$ cat src/rtl/enemy_fire_sched_if.sv
// Signal bundle between the enemy fire scheduler and the game / missile-controller side.
interface enemy_fire_sched_if #(
  parameter int N_ENEMIES = 8,
  parameter int IDX_W     = 3
);
  logic                 enable;
  logic [N_ENEMIES-1:0] enemy_lives;
  logic [N_ENEMIES-1:0] missile_on;
  logic [N_ENEMIES-1:0] fire;
  logic [IDX_W-1:0]     fire_idx;
  logic [15:0]          shots_fired;

  modport master (
    output enable, enemy_lives, missile_on,
    input  fire, fire_idx, shots_fired
  );

  modport slave (
    input  enable, enemy_lives, missile_on,
    output fire, fire_idx, shots_fired
  );
endinterface

$ cat src/rtl/enemy_fire_sched.sv
// Enemy fire scheduler: waits an LFSR-randomised interval, then scans the formation round-robin for a
// live enemy with no missile in flight and pulses that enemy's fire line for one cycle.
//
// state | meaning
// IDLE  | game stopped; no timer running, fire held low
// WAIT  | interval (or retry) timer counting down to the next scan
// PICK  | testing one candidate enemy per cycle
// FIRE  | fire pulse on the output; reload the interval timer
module enemy_fire_sched #(
  parameter int          N_ENEMIES      = 8,
  parameter int          IDX_W          = 3,
  parameter int unsigned INTERVAL_BASE  = 3_250_000,
  parameter int unsigned INTERVAL_SHIFT = 14,
  parameter int unsigned RETRY_TICKS    = 65_000,
  parameter logic [15:0] LFSR_SEED      = 16'hACE1
) (
  input logic               pclk,
  input logic               rst,
  enemy_fire_sched_if.slave bus
);

  typedef enum logic [1:0] {
    IDLE = 2'd0,
    WAIT = 2'd1,
    PICK = 2'd2,
    FIRE = 2'd3
  } state_t;

  state_t               state_q, state_d;
  logic [15:0]          lfsr_q;
  logic [15:0]          lfsr_next;
  logic [23:0]          timer_q, timer_d;
  logic [23:0]          reload_val;
  logic [IDX_W-1:0]     cand_q, cand_d;
  logic [IDX_W-1:0]     scan_q, scan_d;
  logic [N_ENEMIES-1:0] fire_q, fire_d;
  logic [IDX_W-1:0]     idx_q, idx_d;
  logic [15:0]          shots_q, shots_d;
  logic                 cand_ok;
  logic                 scan_last;

  // Galois LFSR free-runs every cycle, independent of state and enable
  assign lfsr_next  = {1'b0, lfsr_q[15:1]} ^ (lfsr_q[0] ? 16'hB400 : 16'h0000);
  assign reload_val = 24'(INTERVAL_BASE) + (24'(lfsr_q[7:0]) << INTERVAL_SHIFT);
  assign cand_ok    = bus.enemy_lives[cand_q] && !bus.missile_on[cand_q];
  assign scan_last  = (scan_q == IDX_W'(N_ENEMIES - 1));

  always_comb begin
    state_d = state_q;
    timer_d = timer_q;
    cand_d  = cand_q;
    scan_d  = scan_q;
    fire_d  = '0;
    idx_d   = idx_q;
    shots_d = shots_q;
    if (!bus.enable) begin
      state_d = IDLE;
    end else begin
      case (state_q)
        IDLE: begin
          timer_d = reload_val;
          state_d = WAIT;
        end
        WAIT: begin
          if (timer_q == 24'd0) begin
            cand_d  = lfsr_q[IDX_W-1:0];
            scan_d  = '0;
            state_d = PICK;
          end else begin
            timer_d = timer_q - 24'd1;
          end
        end
        PICK: begin
          // count and index are committed with the pulse so all three outputs agree in FIRE
          if (cand_ok) begin
            fire_d[cand_q] = 1'b1;
            idx_d          = cand_q;
            shots_d        = shots_q + 16'd1;
            state_d        = FIRE;
          end else if (scan_last) begin
            timer_d = 24'(RETRY_TICKS);
            state_d = WAIT;
          end else begin
            cand_d = cand_q + 1'b1;
            scan_d = scan_q + 1'b1;
          end
        end
        FIRE: begin
          timer_d = reload_val;
          state_d = WAIT;
        end
        default: state_d = IDLE;
      endcase
    end
  end

  always_ff @(posedge pclk or posedge rst) begin
    if (rst) begin
      state_q <= IDLE;
      lfsr_q  <= LFSR_SEED;
      timer_q <= '0;
      cand_q  <= '0;
      scan_q  <= '0;
      fire_q  <= '0;
      idx_q   <= '0;
      shots_q <= '0;
    end else begin
      state_q <= state_d;
      lfsr_q  <= lfsr_next;
      timer_q <= timer_d;
      cand_q  <= cand_d;
      scan_q  <= scan_d;
      fire_q  <= fire_d;
      idx_q   <= idx_d;
      shots_q <= shots_d;
    end
  end

  assign bus.fire        = fire_q;
  assign bus.fire_idx    = idx_q;
  assign bus.shots_fired = shots_q;

endmodule

$ cat src/flat_wrapper.sv
// flat-port wrapper written by rule: the top's interface ports become plain ports
module enemy_fire_sched_flat 
#(
  parameter int          N_ENEMIES      = 8,
  parameter int          IDX_W          = 3,
  parameter int unsigned INTERVAL_BASE  = 3_250_000,
  parameter int unsigned INTERVAL_SHIFT = 14,
  parameter int unsigned RETRY_TICKS    = 65_000,
  parameter logic [15:0] LFSR_SEED      = 16'hACE1
)
  (pclk, rst, bus_enable, bus_enemy_lives, bus_missile_on, bus_fire, bus_fire_idx, bus_shots_fired);
  enemy_fire_sched_if #(.N_ENEMIES(N_ENEMIES), .IDX_W(IDX_W)) bus_i ();
  input logic pclk;
  input logic rst;
  input wire logic [$bits(bus_i.enable)-1:0] bus_enable;
  input wire logic [$bits(bus_i.enemy_lives)-1:0] bus_enemy_lives;
  input wire logic [$bits(bus_i.missile_on)-1:0] bus_missile_on;
  output wire logic [$bits(bus_i.fire)-1:0] bus_fire;
  output wire logic [$bits(bus_i.fire_idx)-1:0] bus_fire_idx;
  output wire logic [$bits(bus_i.shots_fired)-1:0] bus_shots_fired;
  assign bus_i.enable = bus_enable;
  assign bus_i.enemy_lives = bus_enemy_lives;
  assign bus_i.missile_on = bus_missile_on;
  assign bus_fire = bus_i.fire;
  assign bus_fire_idx = bus_i.fire_idx;
  assign bus_shots_fired = bus_i.shots_fired;
  enemy_fire_sched #(.N_ENEMIES(N_ENEMIES), .IDX_W(IDX_W), .INTERVAL_BASE(INTERVAL_BASE), .INTERVAL_SHIFT(INTERVAL_SHIFT), .RETRY_TICKS(RETRY_TICKS), .LFSR_SEED(LFSR_SEED)) u_core (.pclk(pclk), .rst(rst), .bus(bus_i));
endmodule
$ cat config.mk
export PLATFORM = sky130hd
export DESIGN_NAME = enemy_fire_sched_flat
export DESIGN_NICKNAME = d
export VERILOG_FILES = /design/src/rtl/enemy_fire_sched_if.sv /design/src/rtl/enemy_fire_sched.sv /design/src/flat_wrapper.sv
export SDC_FILE = /design/constraint.sdc
export NUM_CORES = 1
export LEC_CHECK = 0
export ABC_AREA = 1
export BUFFER_PORTS_ARGS = -buffer_cell sky130_fd_sc_hd__buf_4
export CAP_MARGIN = 10
export CORE_AREA = 2 2 95 97
export CTS_CLUSTER_DIAMETER = 150
export DETAILED_ROUTE_END_ITERATION = 10
export DIE_AREA = 0 0 97 99
export PLACE_DENSITY = 0.71
export SYNTH_ARGS = -nofsm -noshare
export SYNTH_HDL_FRONTEND = slang
export SYNTH_SLANG_ARGS = --single-unit
$ cat constraint.sdc
create_clock -name pclk -period 7.6 [get_ports pclk]
set_input_delay 2.28 -clock pclk [delete_from_list [all_inputs] [get_ports pclk]]
set_output_delay 2.28 -clock pclk [all_outputs]
set_load 0.01 [all_outputs]
==> results.md <==
| Step | Result | This run |
|---|---|---|
| place | Placed Instances | 745 |
| grt | Largest net degree at the start of global routing | 76 |
| clock network | Clock edge transition at the registers on the reported setup and hold paths | 0.08 ns |
| layout | Most common cell after layout, fill and taps aside | nand2_1 |
| grt | Vias in the first global route | 3586 |
| synth | Post-synthesis instance area | 4350 um2 |
| synth | YS warnings | 0 |
| synth | Async set-or-reset flop fraction in the synthesized netlist | 1.00 |
| timing | Worst Hold Slack | 0.362 ns |
| critical path | Category of the worst setup path capture point | flop |
| synth | Sequential area share after synthesis | 0.434 |
| floorplanning | CORE AREA | 8550 um2 |
| layout | Non-Filler Instances | 761 |
| routing | WL per Instance | 12.1 um |
| run status | Status | finished clean |
| critical path | Critical path's slowest cell | nor2_2 |
| critical path | Data required time of the worst path | 7.88 ns |
| floorplanning | Initial Util | 0.509 |
| layout | Share of post-route cells with drive strength above 1 | 0.150 |
| timing | Maximum achievable frequency | 283 MHz |
| clock network | CTS Hold Buffers Added | 0 |
| routing | DR vias/cell | 4.97 |
| synth | Distinct cell type count of the synthesized netlist | 29 |
| floorplanning | Die span in x | 97 um |
| clock network | Cell at the root of the clock tree | clkbuf_8 |
| timing | Max-slew violation count | 0 |
| clock network | Num CTS Buffers | 9 |
| layout | Filler cells | 783 |
| clock network | Count of cells resized by post-cts repair | 0 |
| timing | Final critical path time including I/O delays and setup | 3.54 ns |
| critical path | Worst stage delay on the critical path | 0.63 ns |
| synth | Flip-flop and latch count after synthesis | 75 |
| place | Number of buffer cells added on primary ports | 45 |
| synth | Syn_area_per_cell | 7.23 um2 |
| timing | Ratio of final minimum period to clock period | 0.465 |
| synth | Most used DFF post-synth | dfrtp_1 |
| critical path | Arrival time of data at the critical path endpoint | 3.82 ns |
| grt | Global-route usage over all layers | 0.203 |
| timing | Relative slew slack | 0.391 |
| routing | Remaining DRCs | 0 |
| layout | Count of nets after finishing | 676 |
| layout | Ant diodes | 0 |
| grt | Top Usage Layer GRT | met2 |
| timing | Pin slew with the least headroom to its limit | 0.914 ns |
| synth | Mapped Nets | 630 |
| timing | Worst Skew | 0.00832 ns |
| floorplanning | Boundary pin count | 46 |
| hold path | Hold Crit Class | reg -> reg |
| clock network | Clock latency reported for the late side of the worst-skew pair | 0.35 ns |
| critical path | Worst Setup Path Type | in -> reg |
| routing | Antenna Nets Post-Route | 0 |
| grt | Met2 track utilization from global routing | 0.332 |
| floorplanning | Standard-cell row count | 34 |
| power and ir drop | P per Cell Area | 321 nW/um2 |
| layout | Area Overhead vs Synth | 14.7% |
| critical path | Critical Path Source Type | input port |
| clock network | Maximum count of clock buffers along a single path | 2 |
| layout | Top library cells by usage in the layout, fill and taps aside | 210 x nand2_1, 74 x inv_1, 69 x nor2_1 |
| clock network | Clock sink total | 75 |
| job | # Max-Cap Violations | 0 |
| routing | Vias | 3784 |
| routing | Pre-Repair DR Iteration Count | 6 |
| clock network | Clock tree from TritonCTS | built |
| critical path | Largest fanout on the critical path | 20 |
| synth | Number of enable flip-flop cells after synthesis | 0 |
| synth | Synth area leaders | dfrtp_1 39%, nand2_1 18%, inv_1 6.5%, nor2_1 6.0%, nand3_1 4.9% |
| power and ir drop | Static leakage power | 0.00267 uW |
| grt | Wire length of the first global-routing pass | 16100 um |
| timing | RSZ-0062 raised after global routing | no |
| routing | Starting DRC count in detailed routing | 207 |
| grt | GR met1 Demand/Resource | 0.269 |
| place | Placer congestion estimate | 0.945 |
| timing | Finish-stage setup viols | 0 |
| synth | Synthesized instance count | 602 |
| clock network | Number of H-tree levels | 3 |
| timing | Final number of hold-violating endpoints | 0 |
| grt | Global routing usage on met3 | 0.0411 |
| floorplanning | Die area | 9600 um2 |
| routing | Routed wire length | 9210 um |
| synth | Cell taking the most area after synthesis | dfrtp_1 |
| grt | Initial antenna violation count | 0 |
| floorplanning | Die outline height | 99 um |
| place | Post-detail-place hpwl | 6620 um |
| power and ir drop | Worst-case vdd ir drop | 0.000148 V |
| synth | Synth top area share | 0.385 |
| timing | Setup TNS after final layout | 0 ns |
| critical path | Critical path, cell by cell | buf_4, inv_1, nand2_1, nand3_1, nand2_1, inv_1, nand2_2, nand3_2, inv_2, nor2_2, nand2_1, nand2_1 |
| grt | Gr ovfl total | 0 |
| critical path | Most repeated library cell on the critical path | nand2_1 |
| clock network | Post CTS Setup Buffer Count | 0 |
-- power by group --
part	internal, uW	leakage, uW	switching [uW]	total [uW]
Clock	220	0.000116	157	377
Combinational	227	0.00159	406	633
Sequential	484	0.000963	109	593
Total	932	0.00267	672	1600
-- worst max-delay path: cells and delay by family --
family | cells | cell delay, ns
buf+inv | 4 | 0.26
simple gates | 8 | 1.26
-- cell usage after synthesis (7+ instances only) --
master   instances
nand2_1        210
nand2_2          7
nor2_1          69
a21oi_1          9
xor2_1          17
inv_1           75
nor3_1           9
dfstp_2          8
nand3_1         43
dfrtp_1         67
o21ai_0         28
ha_1             9
-- worst paths after layout --
check	start	endpoint	slack (ns)	depth (start not counted)
max in group asynchronous	rst	u_core.timer_q[17]	4.79	3
worst max-delay path	bus_enemy_lives[5]	u_core.timer_q[18]	4.06	12
worst min-delay path	u_core.lfsr_q[12]	u_core.lfsr_q[11]	0.36	0
worst max register to register	u_core.state_q[1]	u_core.timer_q[21]	5.32	9
worst min register to register	u_core.lfsr_q[12]	u_core.lfsr_q[11]	0.36	0
min in group asynchronous	rst	u_core.bus.fire[2]	2.22	3
-- cell families (layout without fill, tap and decap cells) --
group                      count (synthesis)  after routing  share of synthesized area
and+or+nand+nor                          362            362                      0.354
buffers and inverters                     90            141                     0.0883
DFF                                       75             75                      0.434
AOI/OAI and AO/OA                         44             44                     0.0541
xor gates and xnor gates                  22             22                     0.0443
adders and majority gates                  9              9                     0.0259
-- metrics by stage --
step	util	area, um2	total power [uW]	setup slack [ns]
CTS	0.584	4990	1610	4.06
global route	0.584	4990	1750	3.85
finish	0.584	4990	1600	4.06
detailed placement	0.555	4740	1230	3.70
global placement	0.555	4740	1210	3.78
floorplan	-	4350	1060	3.42
-- state kept, by name (all words and copies together), names as in the netlist --
signal and flops:
u_core.bus.fire 8, u_core.bus.shots_fired 16, u_core.cand_q 3, u_core.lfsr_q 16, u_core.timer_q 24, u_core.bus.fire_idx 3, u_core.state_q 2, u_core.scan_q 3
-- layout make-up --
| class | count | area (um2) | share of cell area |
|---|---|---|---|
| multi-input cells | 437 | 2080 | 0.417 |
| flip-flops and latches | 75 | 1890 | 0.378 |
| repair buffers | 46 | 345 | 0.0692 |
| inverters | 79 | 297 | 0.0594 |
| well taps | 108 | 135 | 0.0271 |
| clock buffers | 9 | 124 | 0.0248 |
| clock inverters | 7 | 123 | 0.0246 |
-- metal layers --
| layer | vias to the layer above | routed length [um] | part of all wire |
|---|---|---|---|
| met1 | 1739 | 4440 | 0.48 |
| met5 | - | 0 | 0 |
| met2 | 77 | 4220 | 0.46 |
| met4 | 0 | 201 | 0.022 |
| met3 | 20 | 347 | 0.038 |
| li1 | 1948 | - | - |
No activity file was read; power rests on OpenSTA's default activity.
